**config.mk**
```make
export PLATFORM = sky130hd
export DESIGN_NAME = hc153_tdm_demux_flat
export DESIGN_NICKNAME = d
export VERILOG_FILES = /design/src/rtl/hc153_tdm_demux_pkg.sv /design/src/rtl/hc153_tdm_demux_if.sv /design/src/rtl/hc153_tdm_demux_chan.sv /design/src/rtl/hc153_tdm_demux.sv /design/src/flat_wrapper.sv
export SDC_FILE = /design/constraint.sdc
export NUM_CORES = 1
export LEC_CHECK = 0
export ABC_AREA = 1
export BUFFER_PORTS_ARGS = -buffer_cell sky130_fd_sc_hd__buf_2
export CAP_MARGIN = 10
export CORE_MARGIN = 1.5
export CORE_UTILIZATION = 45
export DETAILED_ROUTE_END_ITERATION = 6
export GPL_ROUTABILITY_DRIVEN = 0
export PLACE_DENSITY = 0.72
export SYNTH_ARGS = -nofsm -noshare
export SYNTH_HDL_FRONTEND = slang
export SYNTH_SLANG_ARGS = --single-unit
```
**constraint.sdc**
```tcl
create_clock -name CLK -period 1.3 [get_ports CLK]
set_clock_uncertainty 0.2 [all_clocks]
set_input_delay 0.195 -clock CLK [delete_from_list [all_inputs] [get_ports CLK]]
set_output_delay 0.195 -clock CLK [all_outputs]
set_load 0.005 [all_outputs]
```
**src/rtl/hc153_tdm_demux_pkg.sv**
```systemverilog
// hc153_tdm_demux_pkg
//   Shared definitions for the TDM receive demultiplexer.
//   SLOT_BITS / NUM_SLOTS : frame geometry (4 slots, 2-bit select)
//   slot_t                : slot index type
//   slot_slice()          : bit offset of slot k within a parallel frame word
package hc153_tdm_demux_pkg;

   localparam int unsigned SLOT_BITS = 2;
   localparam int unsigned NUM_SLOTS = 4;

   typedef logic [SLOT_BITS-1:0] slot_t;

   function automatic int unsigned slot_slice(input slot_t k, input int unsigned width);
      return 32'(k) * width;
   endfunction

endpackage

```
**src/rtl/hc153_tdm_demux_if.sv**
```systemverilog
// hc153_tdm_demux_if
//   Bus between the far-end mux pair / control source and the demultiplexer.
//   Inputs to the demux : CEN, SYNCN, E1N, E2N, D1, D2
//   Outputs of the demux: S1, S2 (select back to the mux), Q1, Q2, FRM, SLIP
//   master modport drives the inputs, slave modport is the demux side.
interface hc153_tdm_demux_if #(
   parameter int unsigned WIDTH = 1
);
   logic                 CEN;
   logic                 SYNCN;
   logic                 E1N;
   logic                 E2N;
   logic [WIDTH-1:0]     D1;
   logic [WIDTH-1:0]     D2;
   logic                 S1;
   logic                 S2;
   logic [4*WIDTH-1:0]   Q1;
   logic [4*WIDTH-1:0]   Q2;
   logic                 FRM;
   logic                 SLIP;

   modport master (
      output CEN, SYNCN, E1N, E2N, D1, D2,
      input  S1, S2, Q1, Q2, FRM, SLIP
   );

   modport slave (
      input  CEN, SYNCN, E1N, E2N, D1, D2,
      output S1, S2, Q1, Q2, FRM, SLIP
   );
endinterface

```
**src/rtl/hc153_tdm_demux_chan.sv**
```systemverilog
// hc153_tdm_chan
//   One receive channel: per-slot shadow register plus parallel frame register.
//   clk_i, rstn_i : clock, synchronous active-low reset
//   slot_i        : slot being sampled this cycle
//   cap_i         : sample d_i into shadow[slot_i]
//   done_i        : frame completes; load q_o from shadow plus live slot-3 data
//   en_n_i        : active-low channel enable (disabled samples are zero)
//   d_i           : serial line data
//   q_o           : reassembled frame, slot k at bits k*WIDTH +: WIDTH
module hc153_tdm_chan
   import hc153_tdm_demux_pkg::*;
#(
   parameter int unsigned WIDTH = 1
) (
   input  logic               clk_i,
   input  logic               rstn_i,
   input  slot_t              slot_i,
   input  logic               cap_i,
   input  logic               done_i,
   input  logic               en_n_i,
   input  logic [WIDTH-1:0]   d_i,
   output logic [4*WIDTH-1:0] q_o
);

   logic [WIDTH-1:0]   dval;
   logic [4*WIDTH-1:0] sh_q, sh_d;
   logic [4*WIDTH-1:0] q_q, q_d;

   always_comb begin
      dval = en_n_i ? '0 : d_i;
      sh_d = sh_q;
      q_d  = q_q;
      if (cap_i) begin
         for (int unsigned k = 0; k < NUM_SLOTS; k++) begin
            if (slot_i == slot_t'(k)) begin
               sh_d[slot_slice(slot_t'(k), WIDTH) +: WIDTH] = dval;
            end
         end
      end
      // slot-3 sample goes straight into the frame word, bypassing the shadow
      if (done_i) begin
         q_d = {dval, sh_q[3*WIDTH-1:0]};
      end
   end

   always_ff @(posedge clk_i) begin
      if (!rstn_i) begin
         sh_q <= '0;
         q_q  <= '0;
      end else begin
         sh_q <= sh_d;
         q_q  <= q_d;
      end
   end

   assign q_o = q_q;

endmodule

```
**src/rtl/hc153_tdm_demux.sv**
```systemverilog
// hc153_tdm_demux
//   TDM receiver for a dual 4-input mux transmitter. Owns the slot counter,
//   drives the select back ({S1,S2} = slot), samples D1/D2 once per slot and
//   presents complete frames on Q1/Q2 with a one-cycle FRM strobe.
//   CLK  : clock, all state on rising edge
//   RSTN : synchronous active-low reset
//   bus  : slave side of hc153_tdm_demux_if (CEN, SYNCN, E1N, E2N, D1, D2 in;
//          S1, S2, Q1, Q2, FRM, SLIP out)
module hc153_tdm_demux
   import hc153_tdm_demux_pkg::*;
#(
   parameter int unsigned WIDTH = 1,
   parameter int unsigned SLOTS = 4
) (
   input  logic              CLK,
   input  logic              RSTN,
   hc153_tdm_demux_if.slave  bus
);

   if (SLOTS != NUM_SLOTS) begin : g_bad_slots
      $error("hc153_tdm_demux: SLOTS must be 4");
   end

   slot_t slot_q, slot_d;
   slot_t cap_slot;
   logic  frm_q, frm_d;
   logic  slip_q, slip_d;
   logic  active, sync, done;

   always_comb begin
      active   = !bus.CEN;
      sync     = active && !bus.SYNCN;
      // a sync cycle is sampled as slot 0 whatever the counter says
      cap_slot = sync ? '0 : slot_q;
      done     = active && bus.SYNCN && (slot_q == slot_t'(NUM_SLOTS - 1));
      frm_d    = done;
      slip_d   = sync && (slot_q != '0);
      if (!active) begin
         slot_d = slot_q;
      end else if (sync) begin
         slot_d = slot_t'(1);
      end else begin
         slot_d = slot_q + slot_t'(1);
      end
   end

   always_ff @(posedge CLK) begin
      if (!RSTN) begin
         slot_q <= '0;
         frm_q  <= 1'b0;
         slip_q <= 1'b0;
      end else begin
         slot_q <= slot_d;
         frm_q  <= frm_d;
         slip_q <= slip_d;
      end
   end

   hc153_tdm_chan #(.WIDTH(WIDTH)) u_chan1 (
      .clk_i  (CLK),
      .rstn_i (RSTN),
      .slot_i (cap_slot),
      .cap_i  (active),
      .done_i (done),
      .en_n_i (bus.E1N),
      .d_i    (bus.D1),
      .q_o    (bus.Q1)
   );

   hc153_tdm_chan #(.WIDTH(WIDTH)) u_chan2 (
      .clk_i  (CLK),
      .rstn_i (RSTN),
      .slot_i (cap_slot),
      .cap_i  (active),
      .done_i (done),
      .en_n_i (bus.E2N),
      .d_i    (bus.D2),
      .q_o    (bus.Q2)
   );

   assign bus.S1   = slot_q[1];
   assign bus.S2   = slot_q[0];
   assign bus.FRM  = frm_q;
   assign bus.SLIP = slip_q;

endmodule

```
**src/flat_wrapper.sv**
```systemverilog
// flat-port wrapper written by rule: the top's interface ports become plain ports
module hc153_tdm_demux_flat import hc153_tdm_demux_pkg::*;
#(
   parameter int unsigned WIDTH = 1,
   parameter int unsigned SLOTS = 4
)
  (CLK, RSTN, bus_CEN, bus_SYNCN, bus_E1N, bus_E2N, bus_D1, bus_D2, bus_S1, bus_S2, bus_Q1, bus_Q2, bus_FRM, bus_SLIP);
  hc153_tdm_demux_if #(.WIDTH(WIDTH)) bus_i ();
  input  logic CLK;
  input  logic RSTN;
  input wire logic [$bits(bus_i.CEN)-1:0] bus_CEN;
  input wire logic [$bits(bus_i.SYNCN)-1:0] bus_SYNCN;
  input wire logic [$bits(bus_i.E1N)-1:0] bus_E1N;
  input wire logic [$bits(bus_i.E2N)-1:0] bus_E2N;
  input wire logic [$bits(bus_i.D1)-1:0] bus_D1;
  input wire logic [$bits(bus_i.D2)-1:0] bus_D2;
  output wire logic [$bits(bus_i.S1)-1:0] bus_S1;
  output wire logic [$bits(bus_i.S2)-1:0] bus_S2;
  output wire logic [$bits(bus_i.Q1)-1:0] bus_Q1;
  output wire logic [$bits(bus_i.Q2)-1:0] bus_Q2;
  output wire logic [$bits(bus_i.FRM)-1:0] bus_FRM;
  output wire logic [$bits(bus_i.SLIP)-1:0] bus_SLIP;
  assign bus_i.CEN = bus_CEN;
  assign bus_i.SYNCN = bus_SYNCN;
  assign bus_i.E1N = bus_E1N;
  assign bus_i.E2N = bus_E2N;
  assign bus_i.D1 = bus_D1;
  assign bus_i.D2 = bus_D2;
  assign bus_S1 = bus_i.S1;
  assign bus_S2 = bus_i.S2;
  assign bus_Q1 = bus_i.Q1;
  assign bus_Q2 = bus_i.Q2;
  assign bus_FRM = bus_i.FRM;
  assign bus_SLIP = bus_i.SLIP;
  hc153_tdm_demux #(.WIDTH(WIDTH), .SLOTS(SLOTS)) u_core (.CLK(CLK), .RSTN(RSTN), .bus(bus_i));
endmodule
```
# [Word level (Yosys, flattened, before mapping)]
# Index checks and enable logic that the tools add are counted.
[totals] register_bits=18 latch_bits=0 mem_bits_rw=0 mem_bits_ro=0 input_bits=8 word_cells=31 mem_count=0
[classes] add_sub_neg=1 n_mul=0 div_mod_pow=0 n_lt_le_gt_ge=0 n_eq_ne=3 shifts=0 mux=4 bitwise=1 reduce_logical=11
[op_table] cell="AND reduction 2 bit" count=3
[op_table] cell="== test 2 bit (second input constant)" count=2
[op_table] cell="logical AND 1 bit" count=4
[op_table] cell="two-way mux 2 bit" count=2
[op_table] cell="adder 2 x 1 -> 2 bit (second input constant)" count=1
[op_table] cell="== test 2 x 1 -> 1 bit (second input constant)" count=1
[op_table] cell="logical NOT 1 bit" count=2
[op_table] cell="logical NOT 2 bit" count=1
[op_table] cell="two-way mux 1 bit" count=2
[op_table] cell="nonzero test 2 bit" count=1
[op_table] cell="NOT 1 bit" count=1

# [Longest topological paths before layout]
[depth] word_depth=5 ltp_mapped=7 depth_no_buf=6

# [Cells and area by module]
# From an unflattened synthesis, not the netlist that was laid out.
[hier_totals] hier_cells=101 area_unflattened_um2=734.5
[modules_own_cells] module="hc153_tdm_chan" n_inst=2 cells_each=38 area_each_um2=271.5
[modules_own_cells] module="hc153_tdm_demux" n_inst=1 cells_each=25 area_each_um2=191.4

# [Worst setup path before layout]
# Ideal clock, no wire load.
[synth_timing] path_type="register -> register" from="register u_core.slot_q[0]" to="register u_core.u_chan2.q_q[1] (netlist: u_core.u_chan2.q_o[1])" setup_ps=115 t_arrival_ps=1018 t_required_ps=985 setup_slack_ps=-34 stages_incl_launch_ff=6 n_path_buf=1 path_cell_list="dfxtp_1 ha_1 nand3_4 buf_8 o21ai_2 a21oi_2"
[synth_between] elab_chain_len=2
[synth_rtl] element="from (decl)" line_no="hc153_tdm_demux.sv:24" rtl="slot_t slot_q, slot_d;"
[synth_rtl] element="from (signal assigned)" line_no="hc153_tdm_demux.sv:53" rtl="slot_q <= slot_d;"
[synth_rtl] element="== test 2 bit" line_no="hc153_tdm_demux.sv:35" rtl="done = active && bus.SYNCN && (slot_q == slot_t'(NUM_SLOTS - 1));"
[synth_rtl] element="logical AND 1 bit" line_no="hc153_tdm_demux.sv:35"
[synth_rtl] element="to (signal assigned)" line_no="hc153_tdm_demux_chan.sv:52" rtl="q_q <= q_d;"
[synth_rtl] element="to (decl)" line_no="hc153_tdm_demux_chan.sv:27" rtl="logic [4*WIDTH-1:0] q_q, q_d;"
# No other way between the ends.
# A chain may end at the register's enable or synchronous reset.

# [Worst setup path in the final report]
[layout_timing] from="register u_core.slot_q[0]" to="output port bus_S2"
[layout_lines] element="to (decl)" line_no="flat_wrapper.sv:18" rtl="output wire logic [$bits(bus_i.S2)-1:0] bus_S2;"
# No word-level cell between the ends.

==> results.sh <==
export IMPL_cp_startpoint="u_core.slot_q[0]"
export IMPL_hp_start="bus_E2N"
export IMPL_failed_checks="design-rule violations"
export IMPL_io_pins=20
export IMPL_finalHoldViolCount=0
export IMPL_routed_wl_um=1530
export IMPL_synth_ff_latch_count=18
export IMPL_power_per_cell_area_nw_per_um2=1040
export IMPL_dieWidth_um=44.7
export IMPL_area_delta_synth_final_pct=24.5
export IMPL_yosys_area_top_type="sky130_fd_sc_hd__dfxtp_1"
export IMPL_design_die_area_um2=2000
export IMPL_tritoncts="yes"
export IMPL_timing_max_slew_rel_slack_pct=79.2
export IMPL_critPathLaunchType="flip-flop"
export IMPL_post_route_cells_drive_above_1_share_pct=28.7
export IMPL_drt_first_pass_iters=6
export IMPL_synthMostInstantiatedCell="sky130_fd_sc_hd__inv_1"
export IMPL_finish_instance_area_um2=973
export IMPL_utilization_pct=62.4
export IMPL_global_route_usage_total_pct=17.9
export IMPL_yosys_warnings=0
export IMPL_unrepaired_setup_endpoints_after_global_routing="true"
export IMPL_count_of_buffers_added_by_post_cts_timing_repair_for_setup=0
export IMPL_cell_count_after_synthesis=104
export IMPL_critPathRequiredTime_ns=0.90
export IMPL_worst_path_buf_inv=2
export IMPL_yosys_area_top_type_share_pct=46.1
export IMPL_power_ir_vdd_worst_uv=595
export IMPL_syn_mean_instance_area_um2=7.52
export IMPL_cts_inserted_buffers=3
export IMPL_timing_worst_setup_path_type="reg2out"
export IMPL_dp_worst_setup_slack_ns=-0.0376
export IMPL_cts_num_sinks=18
export IMPL_yosysUniqueCellTypes=17
export IMPL_cts_root_buffer="sky130_fd_sc_hd__clkbuf_4"
export IMPL_slew_viol_final=0
export IMPL_cts_max_level=1
export IMPL_async_flop_share_pct=0
export IMPL_cp_arrival_ns=0.89
export IMPL_layout_nets=140
export IMPL_timing_hold_worst_path_depth=4
export IMPL_synth_top_cells_by_count="20 x sky130_fd_sc_hd__inv_1, 18 x sky130_fd_sc_hd__dfxtp_1, 18 x sky130_fd_sc_hd__nor2_1"
export IMPL_report_power_total_mw=1.01
export IMPL_ys_flop_type="sky130_fd_sc_hd__dfxtp_1"
export IMPL_holdCritPathClass="in2reg"
export IMPL_synth_area_um2=782
export IMPL_synth_compound_area_share_pct=13.6
export IMPL_combinational_family_with_the_most_area_after_synthesis="simple AND/OR/NAND/NOR gates"
export IMPL_critical_path_cell_sequence="buf_6, buf_2"
export IMPL_grt_overflow_total=0
export IMPL_synth_top_cells_by_area="sky130_fd_sc_hd__dfxtp_1 46%, sky130_fd_sc_hd__inv_1 9.6%, sky130_fd_sc_hd__nor2_1 8.6%"
export IMPL_place_area_um2=891
export IMPL_clk_latency_ns=0.29
export IMPL_hold_end="u_core.u_chan2.sh_q[2]"
export IMPL_slowest_delay_ns=0.37
export IMPL_synth_nets=114
export IMPL_regToRegSetupSlack_ns=0.05
export IMPL_layout_min_cycle_time_ns=1.28
export IMPL_yosys_area_share_xor_xnor_pct=0
export IMPL_max_clock_path_buffers=2
export IMPL_antenna_diode_instance_count=0
export IMPL_gate_family_responsible_for_the_most_delay_along_the_worst_path="flip-flops"
export IMPL_worst_pin_slew_ns=0.311
export IMPL_grt_antenna_before_repair=0
export IMPL_maximum_number_of_pins_on_one_net_before_global_route_repair=16
export IMPL_cts_clk_slew_worst_paths_ns=0.10
export IMPL_outcome="finished with violations"
export IMPL_crit_fanout=6
export IMPL_detail_route_wl_per_cell_um=10.6
export IMPL_timing_rr_start="u_core.slot_q[1]"
export IMPL_clock_fmax_ghz=0.780
export IMPL_max_cap_viol_count=0
export IMPL_finish_cell_count_without_fillers=145
export IMPL_report_final_setup_viol=0
export IMPL_dr_first_iter_drc_count=22
export IMPL_synth_simple_gate_area_share_pct=22.7
export IMPL_final_setup_tns_ns=0
export IMPL_placed_cells=139
export IMPL_sequential_fraction_of_the_synthesis_area_pct=46.1
export IMPL_vias_per_cell=4.81
export IMPL_floorplan_initialDensity_pct=50.2
export IMPL_r2r_cells=4
export IMPL_endpoint_kind="primary output"
export IMPL_adder_cell_share_of_the_synthesized_area_pct=3.20
export IMPL_grt_pass1_vias=627
export IMPL_period_share_pct=98.7
export IMPL_detail_route_drc_violations=2
export IMPL_core_area_um2=1560
export IMPL_dp_final_hpwl_um=1050
export IMPL_power_leakage_nw=0.463
export IMPL_die_h_um=44.7
export IMPL_yosys_mux_area_fraction_pct=0
export IMPL_numPortBuffers=19
export IMPL_final_setup_worst_slack_ns=0.0174
export IMPL_core_rowCount=14
export IMPL_fillers=145
export IMPL_hold_slack_ns=0.0246
export IMPL_synth_edff_count=0
export IMPL_route_antenna_remaining_nets=0
export IMPL_rr_endpoint="u_core.u_chan2.q_o[2]"
export IMPL_vias=698
export IMPL_timing_critical_path_slowest_stage_cell="sky130_fd_sc_hd__dfxtp_2"
export IMPL_first_pass_grt_wire_length_um=2580
## power by group
part | leakage (nW) | switching [mW] | total, mW | internal, mW
Sequential | 0.147 | 0.00837 | 0.573 | 0.565
Clock | 0.0210 | 0.163 | 0.333 | 0.171
Combinational | 0.296 | 0.0621 | 0.103 | 0.0410
## layout make-up
cell class / count / area [um2] / share of cell area (%)
sequential: 18 / 363 / 37.3
timing repair buffer: 23 / 131 / 13.5
multi-input combinational: 63 / 342 / 35.1
inverter: 21 / 81.3 / 8.35
tap: 16 / 20.0 / 2.06
clock buffer: 4 / 36.3 / 3.73
## cell usage in the layout (no fill, tap or decap), drive strengths merged
cell type    synthesis  routed
a21oi               11      11
ha                   2       2
o21ai                8       8
dfxtp               18      18
nor2                18      18
inv                 21      21
nand2               16      16
nor3                 1       1
nand4                2       2
buf                  3      22
clkbuf               0       4
dlygate4sd3          0       1
nand3                4       5
## per-layer routing
layer / track usage (%) / vias up / routed length, um
li1: - / 374 / -
met1: 23.4 / 299 / 759
met2: 27.8 / 21 / 668
met3: 3.67 / 4 / 79
met4: 9.09 / 0 / 23
met5: 0 / - / 0
## worst reg2reg max path, delay by kind of cell (launching register included)
family / cells / cell delay, ns
AND/OR/NAND/NOR: 1 / 0.12
buffers and inverters: 1 / 0.17
AO/OA/AOI/OAI: 1 / 0.12
flip-flops: 1 / 0.39
adder cells (fa/ha/maj): 1 / 0.18
## worst max path at each step
stage / slack, ns / endpoint / cells past startpoint
finish: 0.02 / bus_S2 / 2
global route: -0.04 / u_core.u_chan2.sh_q[2] / 6
CTS: -0.008 / bus_S2 / 2
detailed placement: -0.04 / u_core.u_chan2.q_o[2] / 4
global placement: 0.02 / u_core.u_chan1.q_o[2] / 4
floorplan: 0.04 / u_core.u_chan2.q_o[1] / 5
## repair_timing
action / CTS / global route
gates resized for setup: 3 / 4
hold buffers: 1 / 0
pin swaps: 0 / 3
cloned: 1 / 0
endpoints found under the setup margin: 8 / 7
hold endpoints to repair: 2 / 0
## cell families after synthesis
family	after synthesis
AND/OR/NAND/NOR	41
buffers and inverters	24
flip-flops	18
AO/OA/AOI/OAI	19
adder cells (fa/ha/maj)	2
## state kept, by name (all words and copies together) (netlist names)
signal	cells
u_core.bus.FRM	1
u_core.u_chan2.q_o	4
u_core.u_chan1.q_o	4
u_core.slot_q	2
u_core.u_chan2.sh_q	3
u_core.bus.SLIP	1
u_core.u_chan1.sh_q	3
(Power assumes the default switching activity.)
